[src/rtl/multiplier_booth_seq_pkg.sv]
// Shared types and constants for the sequential radix-2 Booth multiplier.
// Optional feature macro used by this slice: MUL_UNSIGNED_EN.
package multiplier_booth_seq_pkg;

  typedef enum logic [1:0] {
    IDLE   = 2'd0,
    RUN    = 2'd1,
    FINISH = 2'd2
  } state_t;

  localparam int REG_SIZE_DEF = 32;

  // Counter must reach REG_SIZE when the unsigned mode adds its extra step.
  function automatic int cnt_width(input int reg_size);
    return $clog2(reg_size + 2);
  endfunction

  localparam int CNT_W = cnt_width(REG_SIZE_DEF);

endpackage

[src/rtl/multiplier_booth_seq_if.sv]
// Start/Busy/Done handshake and operand/result bus between control unit and multiplier.
// MUL_UNSIGNED_EN adds the Signed_Mode request bit.
interface multiplier_booth_seq_if
  import multiplier_booth_seq_pkg::*;
#(
  parameter int REG_SIZE = REG_SIZE_DEF
);

  logic                    Start;
  logic [REG_SIZE-1:0]     Multiplicand;
  logic [REG_SIZE-1:0]     Multiplier;
  logic                    Busy;
  logic                    Done;
  logic [2*REG_SIZE-1:0]   Z_Out;
`ifdef MUL_UNSIGNED_EN
  logic                    Signed_Mode;
`endif

  modport master (
    output Start,
    output Multiplicand,
    output Multiplier,
`ifdef MUL_UNSIGNED_EN
    output Signed_Mode,
`endif
    input  Busy,
    input  Done,
    input  Z_Out
  );

  modport slave (
    input  Start,
    input  Multiplicand,
    input  Multiplier,
`ifdef MUL_UNSIGNED_EN
    input  Signed_Mode,
`endif
    output Busy,
    output Done,
    output Z_Out
  );

endinterface

[src/rtl/multiplier_booth_seq_booth_step.sv]
// One radix-2 Booth iteration: add/subtract/hold on A, then arithmetic
// shift right of {A, Q, Q_-1}.
module booth_step
  import multiplier_booth_seq_pkg::*;
#(
  parameter int REG_SIZE = REG_SIZE_DEF
) (
  input  logic [REG_SIZE:0]   a_i,
  input  logic [REG_SIZE:0]   m_i,
  input  logic [REG_SIZE-1:0] q_i,
  input  logic                qm1_i,
  input  logic                zero_q0_i,
  output logic [REG_SIZE:0]   a_o,
  output logic [REG_SIZE-1:0] q_o,
  output logic                qm1_o
);

  logic              q0_sel;
  logic [REG_SIZE:0] sum;

  // zero_q0_i stands in for the zero-extension bit of an unsigned multiplier
  // once all REG_SIZE real multiplier bits have been consumed.
  assign q0_sel = q_i[0] & ~zero_q0_i;

  always_comb begin
    sum = a_i;
    case ({q0_sel, qm1_i})
      2'b01:   sum = a_i + m_i;
      2'b10:   sum = a_i - m_i;
      default: sum = a_i;
    endcase
  end

  assign {a_o, q_o, qm1_o} = {sum[REG_SIZE], sum, q_i};

endmodule

[src/rtl/multiplier_booth_seq.sv]
// Sequential radix-2 Booth multiplier, one step per clock, Z_Out = {HI, LO}.
// MUL_UNSIGNED_EN adds an unsigned mode taking one extra step.
module multiplier_booth_seq
  import multiplier_booth_seq_pkg::*;
#(
  parameter int REG_SIZE = REG_SIZE_DEF
) (
  input  logic                  Clock,
  input  logic                  Reset_n,
  multiplier_booth_seq_if.slave bus
);

  localparam int CW = cnt_width(REG_SIZE);

  state_t                state_q, state_d;
  logic [REG_SIZE:0]     a_q, a_d;
  logic [REG_SIZE:0]     m_q, m_d;
  logic [REG_SIZE-1:0]   q_q, q_d;
  logic                  qm1_q, qm1_d;
  logic [CW-1:0]         cnt_q, cnt_d;
  logic [2*REG_SIZE-1:0] z_q, z_d;

  logic [REG_SIZE:0]     a_nx;
  logic [REG_SIZE-1:0]   q_nx;
  logic                  qm1_nx;
  logic                  zero_q0;
  logic [CW-1:0]         last_idx;
  logic [2*REG_SIZE-1:0] result;
  logic                  uns_load;

`ifdef MUL_UNSIGNED_EN
  logic uns_q, uns_d;

  assign uns_load = ~bus.Signed_Mode;
  assign zero_q0  = uns_q && (cnt_q == CW'(REG_SIZE));
  assign last_idx = uns_q ? CW'(REG_SIZE) : CW'(REG_SIZE - 1);
  // Unsigned runs one step further, so the product sits one bit lower and
  // the final bit ends up in Q_-1.
  assign result   = uns_q ? {a_nx[REG_SIZE-2:0], q_nx, qm1_nx}
                          : {a_nx[REG_SIZE-1:0], q_nx};
`else
  assign uns_load = 1'b0;
  assign zero_q0  = 1'b0;
  assign last_idx = CW'(REG_SIZE - 1);
  assign result   = {a_nx[REG_SIZE-1:0], q_nx};
`endif

  booth_step #(.REG_SIZE(REG_SIZE)) u_step (
    .a_i       (a_q),
    .m_i       (m_q),
    .q_i       (q_q),
    .qm1_i     (qm1_q),
    .zero_q0_i (zero_q0),
    .a_o       (a_nx),
    .q_o       (q_nx),
    .qm1_o     (qm1_nx)
  );

  always_comb begin
    state_d = state_q;
    a_d     = a_q;
    m_d     = m_q;
    q_d     = q_q;
    qm1_d   = qm1_q;
    cnt_d   = cnt_q;
    z_d     = z_q;
`ifdef MUL_UNSIGNED_EN
    uns_d   = uns_q;
`endif

    case (state_q)
      IDLE, FINISH: begin
        state_d = IDLE;
        if (bus.Start) begin
          state_d = RUN;
          a_d     = '0;
          m_d     = uns_load ? {1'b0, bus.Multiplicand}
                             : {bus.Multiplicand[REG_SIZE-1], bus.Multiplicand};
          q_d     = bus.Multiplier;
          qm1_d   = 1'b0;
          cnt_d   = '0;
`ifdef MUL_UNSIGNED_EN
          uns_d   = uns_load;
`endif
        end
      end
      RUN: begin
        a_d   = a_nx;
        q_d   = q_nx;
        qm1_d = qm1_nx;
        cnt_d = cnt_q + CW'(1);
        if (cnt_q == last_idx) begin
          z_d     = result;
          state_d = FINISH;
        end
      end
      default: state_d = IDLE;
    endcase
  end

  always_ff @(posedge Clock or negedge Reset_n) begin
    if (!Reset_n) begin
      state_q <= IDLE;
      a_q     <= '0;
      m_q     <= '0;
      q_q     <= '0;
      qm1_q   <= 1'b0;
      cnt_q   <= '0;
      z_q     <= '0;
`ifdef MUL_UNSIGNED_EN
      uns_q   <= 1'b0;
`endif
    end else begin
      state_q <= state_d;
      a_q     <= a_d;
      m_q     <= m_d;
      q_q     <= q_d;
      qm1_q   <= qm1_d;
      cnt_q   <= cnt_d;
      z_q     <= z_d;
`ifdef MUL_UNSIGNED_EN
      uns_q   <= uns_d;
`endif
    end
  end

  assign bus.Busy  = (state_q == RUN);
  assign bus.Done  = (state_q == FINISH);
  assign bus.Z_Out = z_q;

endmodule
[src/flat_wrapper.sv]
// flat-port wrapper written by rule: the top's interface ports become plain ports
module multiplier_booth_seq_flat import multiplier_booth_seq_pkg::*;
#(
  parameter int REG_SIZE = REG_SIZE_DEF
)
  (Clock, Reset_n, bus_Start, bus_Multiplicand, bus_Multiplier, bus_Busy, bus_Done, bus_Z_Out);
  multiplier_booth_seq_if #(.REG_SIZE(REG_SIZE)) bus_i ();
  input  logic Clock;
  input  logic Reset_n;
  input wire logic [$bits(bus_i.Start)-1:0] bus_Start;
  input wire logic [$bits(bus_i.Multiplicand)-1:0] bus_Multiplicand;
  input wire logic [$bits(bus_i.Multiplier)-1:0] bus_Multiplier;
  output wire logic [$bits(bus_i.Busy)-1:0] bus_Busy;
  output wire logic [$bits(bus_i.Done)-1:0] bus_Done;
  output wire logic [$bits(bus_i.Z_Out)-1:0] bus_Z_Out;
  assign bus_i.Start = bus_Start;
  assign bus_i.Multiplicand = bus_Multiplicand;
  assign bus_i.Multiplier = bus_Multiplier;
  assign bus_Busy = bus_i.Busy;
  assign bus_Done = bus_i.Done;
  assign bus_Z_Out = bus_i.Z_Out;
  multiplier_booth_seq #(.REG_SIZE(REG_SIZE)) u_core (.Clock(Clock), .Reset_n(Reset_n), .bus(bus_i));
endmodule
[config.mk]
export PLATFORM = sky130hd
export DESIGN_NAME = multiplier_booth_seq_flat
export DESIGN_NICKNAME = d
export VERILOG_FILES = /design/src/rtl/multiplier_booth_seq_pkg.sv /design/src/rtl/multiplier_booth_seq_if.sv /design/src/rtl/multiplier_booth_seq_booth_step.sv /design/src/rtl/multiplier_booth_seq.sv /design/src/flat_wrapper.sv
export SDC_FILE = /design/constraint.sdc
export NUM_CORES = 1
export LEC_CHECK = 0
export CORE_UTILIZATION = 45
export CTS_CLUSTER_DIAMETER = 30
export DETAILED_ROUTE_END_ITERATION = 16
export DONT_BUFFER_PORTS = 1
export GPL_ROUTABILITY_DRIVEN = 0
export PLACE_DENSITY = 0.59
export SLEW_MARGIN = 20
export SYNTH_ARGS = -nofsm -noshare
export SYNTH_HDL_FRONTEND = slang
export SYNTH_SLANG_ARGS = --single-unit
[constraint.sdc]
create_clock -name Clock -period 5.15 [get_ports Clock]
set_input_delay 0.515 -clock Clock [delete_from_list [all_inputs] [get_ports Clock]]
set_output_delay 0.515 -clock Clock [all_outputs]
set_load 0.02 [all_outputs]
==> Word-level counts from Yosys, hierarchy flattened <==
Cells that the tools add are included.
{ "totals": {"inputBits": 67, "register_bits": 170, "output_inout_bits": 66, "wordCells": 35} }
{ "op_classes": {"add_sub_neg": 3, "eq_ne": 7, "n_reduce_logical": 6, "mux": 12} }
{ "op_table": {"columns": ["operator", "n"], "rows": [
  ["$pmux W33 S2", 2],
  ["$pmux W32 S2", 1],
  ["$add A33 B33 Y33", 1],
  ["$mux W33", 1],
  ["$sub A33 B33 Y33", 1],
  ["$mux W32", 1],
  ["$pmux W6 S2", 1],
  ["$add A6 B1 Y6 const B", 1],
  ["$eq A6 B5 Y1 const B", 1],
  ["$mux W6", 1],
  ["$reduce_and A2 Y1", 3],
  ["$eq A2 B1 Y1 const B", 2],
  ["$eq A2 B2 Y1 const B", 2],
  ["$pmux W2 S2", 1],
  ["$logic_not A2 Y1", 1],
  ["$mux W1", 2],
  ["$mux W2", 1],
  ["$ne A2 B1 Y1 const B", 1],
  ["$ne A2 B2 Y1 const B", 1],
  ["$pmux W1 S2", 1],
  ["$reduce_bool A2 Y1", 1],
  ["$reduce_or A2 Y1", 1]
]} }

==> Depth between registers and ports, before layout <==
{ "logic_depth": {"ltp_word": 4, "ltp_mapped": 17, "depth_no_buf": 17} }

==> Hierarchy <==
From an unflattened synthesis, not the netlist that was laid out.
{ "hier_totals": {"hier_cells": 979, "hier_area_um2": 10023.4} }
{ "by_module_without_submodules": {"columns": ["mod", "cells_each", "seq_area_each_um2", "n_inst", "area_each_um2"], "rows": [
  ["multiplier_booth_seq", 488, 4254.1, 1, 6740.2],
  ["booth_step", 491, 0.0, 1, 3283.1]
]} }

==> Least setup slack after synthesis <==
Ideal clock, no wire load.
{ "synth_timing": {"kind": "reg2reg", "startpoint": "register u_core.m_q[0]", "endpoint": "register u_core.z_q[62] (netlist: u_core.bus.Z_Out[62])", "required_ps": 5025, "path_stages_with_launch": 18, "synth_period_minus_slack_ps": 4053, "path_slack_ps": 1097, "setup_ps": 125, "t_arrival_ps": 3928, "path_buffers": 0, "cell_sequence": "dfrtp_1 > inv_1 > ha_1 > nor3b_1 > nand4_4 > nor3_1 > nor2_1 > xnor2_1 > ha_1 > a21o_1 > a21o_1 > a221oi_1 > nor3b_1 > or3_1 > o22ai_1 > mux2i_1 > o211ai_1 > mux2_2"} }
{ "synth_via": {"elab_chain_len": 2, "word_cells_on_any_way": 3, "cone_classes": "2 x add/sub; 1 x mux"} }
{ "synth_rtl": {"columns": ["element", "line", "rtl"], "rows": [
  ["start, declared", "multiplier_booth_seq.sv:17", "logic [REG_SIZE:0] m_q, m_d;"],
  ["start signal, assigned", "multiplier_booth_seq.sv:116", "m_q <= m_d;"],
  ["$sub A33 B33 Y33 / $add A33 B33 Y33 (equally long branches)", "multiplier_booth_seq_booth_step.sv:29, multiplier_booth_seq_booth_step.sv:28", null],
  ["$pmux W33 S2 *", "multiplier_booth_seq_booth_step.sv:27", "case ({q0_sel, qm1_i})"],
  ["end signal, assigned", "multiplier_booth_seq.sv:120", "z_q <= z_d;"],
  ["end, declared", "multiplier_booth_seq.sv:21", "logic [2*REG_SIZE-1:0] z_q, z_d;"]
]} }
Every way passes the cells marked *; elsewhere a longest branch is shown, timed or not.
A chain may end at the register's enable or synchronous reset.

==> Final worst setup path <==
{ "layout_timing": {"startpoint": "register u_core.m_q[15]", "endpoint": "register u_core.z_q[62] (netlist: u_core.bus.Z_Out[62])"} }
Same word-level chain as after synthesis.

==> results.json <==
{
  "first_iter_violations": 533,
  "wire_per_inst_um": 17.4,
  "setup.worst_path.class": "reg2reg",
  "synth_area_um2": 9220,
  "synth.distinct_cells": 56,
  "synth_area_leaders": "dfrtp_1, nand2_1, ha_1",
  "synth_most_common_cell": "nand2_1",
  "n_antenna_cell": 0,
  "period_share_pct": 85.3,
  "violations": "hold timing",
  "syn_to_final_growth_pct": 9.78,
  "dp_hpwl_um": 15600,
  "die_w_um": 145,
  "critPathMaxStageDelay_ns": 0.56,
  "coreArea_um2": 20200,
  "tightest_slew_ns": 1.03,
  "h-tree-depth": 4,
  "antenna_found_initial": 0,
  "path_buf_inv": 0,
  "fin_hold_ws_ns": -0.00372,
  "status": "finished, violations left",
  "hold_path_class": "in2async",
  "fmax_mhz": 228,
  "synth-main-ff-cell": "dfrtp_1",
  "dp_cells": 1294,
  "dieArea_um2": 21100,
  "synth_top_area_share_pct": 45.8,
  "maxSlewViolCount": 0,
  "dieHeight_um": 145,
  "power_density_nw_per_um2": 849,
  "cts_tree": "done",
  "fin_worst_skew_ns": 0.0125,
  "finalNonFillerCells": 1327,
  "gr-total-overflow": 0,
  "worstPathRequired_ns": 5.47,
  "syn_nets": 1166,
  "cts_inserted_buffers": 17,
  "track_usage_pct": 22.8,
  "totalWireLength_um": 23100,
  "reg2reg_slack_ns": 0.76,
  "arrival_ns": 4.71,
  "vias_per_cell": 5.54,
  "fin_nets": 1147,
  "synth_commonest_cells": "nand2_1, dfrtp_1, nor2_1",
  "cellLeakagePower_nw": 4.74,
  "setup_viol": 0,
  "path_clk_slew_ns": 0.07,
  "timing.rr.end": "u_core.bus.Z_Out[62]$_DFFE_PN0P_",
  "synth.avg_cell_area_um2": 8.68,
  "initial_utilization_pct": 45.7,
  "fin_total_pwr_w": 0.00860,
  "rows": 52,
  "dr.pass1.iters": 5,
  "synth_top_area_cell": "dfrtp_1",
  "slew_headroom_pct": 31.7,
  "cts_sinks": 169,
  "critPathCaptureType": "flop",
  "critPathSlowestCell": "or4_4",
  "crit_path_cell_trace": "or4_4 > or3_4 > nor3_1 > nor2_1 > xnor2_1 > ha_1 > a21o_1 > a221oi_1 > nor3b_1 > or3_1 > o22ai_1 > mux2i_1 > o211ai_1 > mux2_2",
  "synth_edf_count": 0,
  "worstPathMaxFanout": 10,
  "ios": 133,
  "grt_pass1_vias": 7045,
  "clkLatencyLatePin_ns": 0.44,
  "min_period_ns": 4.39,
  "rsz0062_at_grt": "false",
  "grt_pass1_wl_um": 38200,
  "cap_violations": 0,
  "hold_viol": 2,
  "antenna_left": 0,
  "final.setup.tns_ns": 0,
  "ys_seq_area_share_pct": 45.8,
  "cts.repair.resized": 0,
  "cts_root_buf": "clkbuf_16",
  "synth_warnings": 0,
  "synthArstFlopShare_pct": 100,
  "layout-drive-gt1-share_pct": 7.19,
  "crit_family": "simple AND/OR/NAND/NOR gates",
  "start_kind": "flop",
  "worstRegToRegCells": 14,
  "timing.rr.start": "u_core.m_q[15]$_DFFE_PN0P_",
  "grt_max_degree": 170,
  "drcViolationCount": 0,
  "clk_path_buf_depth": 2,
  "synth-seq-cells": 169,
  "vdd_drop_max_uv": 391,
  "syn-instance-count": 1063,
  "vias": 7357,
  "numPortBuffers": 0
}
[power by group]
group | total (W) | switching (W) | internal, W | leakage, nW
sequential | 0.00278 | 0.000842 | 0.00194 | 2.05
combinational | 0.00452 | 0.00261 | 0.00191 | 2.39
clock | 0.00130 | 0.000641 | 0.000658 | 0.295
total | 0.00860 | 0.00409 | 0.00451 | 4.74
[cells in the final DEF (no fill, tap or decap), drive strengths merged, types with 7 or more instances in the layout]
| cell type | count |
|---|---|
| nor2b | 8 |
| mux2i | 10 |
| a21o | 17 |
| clkbuf | 17 |
| o21a | 7 |
| nor2 | 59 |
| a22o | 21 |
| buf | 17 |
| a31oi | 12 |
| or3 | 7 |
| ha | 35 |
| nor3 | 19 |
| nand2 | 329 |
| o31ai | 9 |
| xnor2 | 44 |
| inv | 27 |
| clkinv | 9 |
| nand4 | 7 |
| a21oi | 48 |
| mux2 | 10 |
| o21ai | 57 |
| dfrtp | 169 |
| a22oi | 32 |
| nand3 | 18 |
[state kept, by name, summed over array words and instances (netlist names)]
name and flops:
u_core.cnt_q 6, u_core.q_q 32, u_core.m_q 32, u_core.a_q 32, u_core.qm1_q 1, u_core.bus.Z_Out 64, u_core.state_q 2
[worst max path at each step]
stage,cells past startpoint,end,start,slack [ns]
floorplan,17,u_core.bus.Z_Out[62]$_DFFE_PN0P_,u_core.m_q[0]$_DFFE_PN0P_,1.10
global placement,15,u_core.bus.Z_Out[62]$_DFFE_PN0P_,u_core.m_q[15]$_DFFE_PN0P_,0.86
detailed placement,15,u_core.bus.Z_Out[62]$_DFFE_PN0P_,u_core.m_q[7]$_DFFE_PN0P_,0.82
CTS,15,u_core.bus.Z_Out[62]$_DFFE_PN0P_,u_core.m_q[7]$_DFFE_PN0P_,0.81
global route,16,u_core.a_q[31]$_DFFE_PN0P_,u_core.m_q[6]$_DFFE_PN0P_,0.49
finish,14,u_core.bus.Z_Out[62]$_DFFE_PN0P_,u_core.m_q[15]$_DFFE_PN0P_,0.76
[what timing repair did]
action,CTS,global route
hold endpoints to repair,169,0
hold buffers,1,0
setup buffers,0,0
[metrics by stage]
stage	worst slack, ns	util [%]	hold slack [ns]	area (µm²)
4_1_cts	0.806	50.2	0.168	10100
5_1_grt	0.485	50.2	0.167	10100
3_5_place_dp	0.823	47.1	0.230	9500
6_report	0.759	50.2	-0.00372	10100
2_1_floorplan	1.10	-	0.219	9220
3_3_place_gp	0.862	47.1	0.231	9500
[cell type report]
| cell class | instances | area [µm²] |
|---|---|---|
| Sequential cell | 169 | 4230 |
| Tap cell | 270 | 338 |
| Clock buffer | 17 | 425 |
| Timing Repair Buffer | 17 | 148 |
| Fill cell | 1967 | 10000 |
| Multi-Input combinational cell | 818 | 4730 |
| Inverter | 21 | 78.8 |
| Clock inverter | 15 | 178 |
[layer usage]
metal / wire length, µm / global-route usage, %
met5: 0 / 0
met4: 207 / 5.16
met1: 11700 / 34.8
met3: 1340 / 5.25
met2: 9880 / 32.5
[logic make-up (layout without fill, tap and decap cells)]
group	after synthesis	count (layout)	share of synthesized area, %
xor+xnor	49	49	4.65
mux	20	20	2.31
simple gates	473	473	21.8
fa+ha+maj	36	36	4.96
compound gates	240	240	17.4
buf+inv	76	70	3.09
flops	169	169	45.8
(Power assumes the default switching activity.)
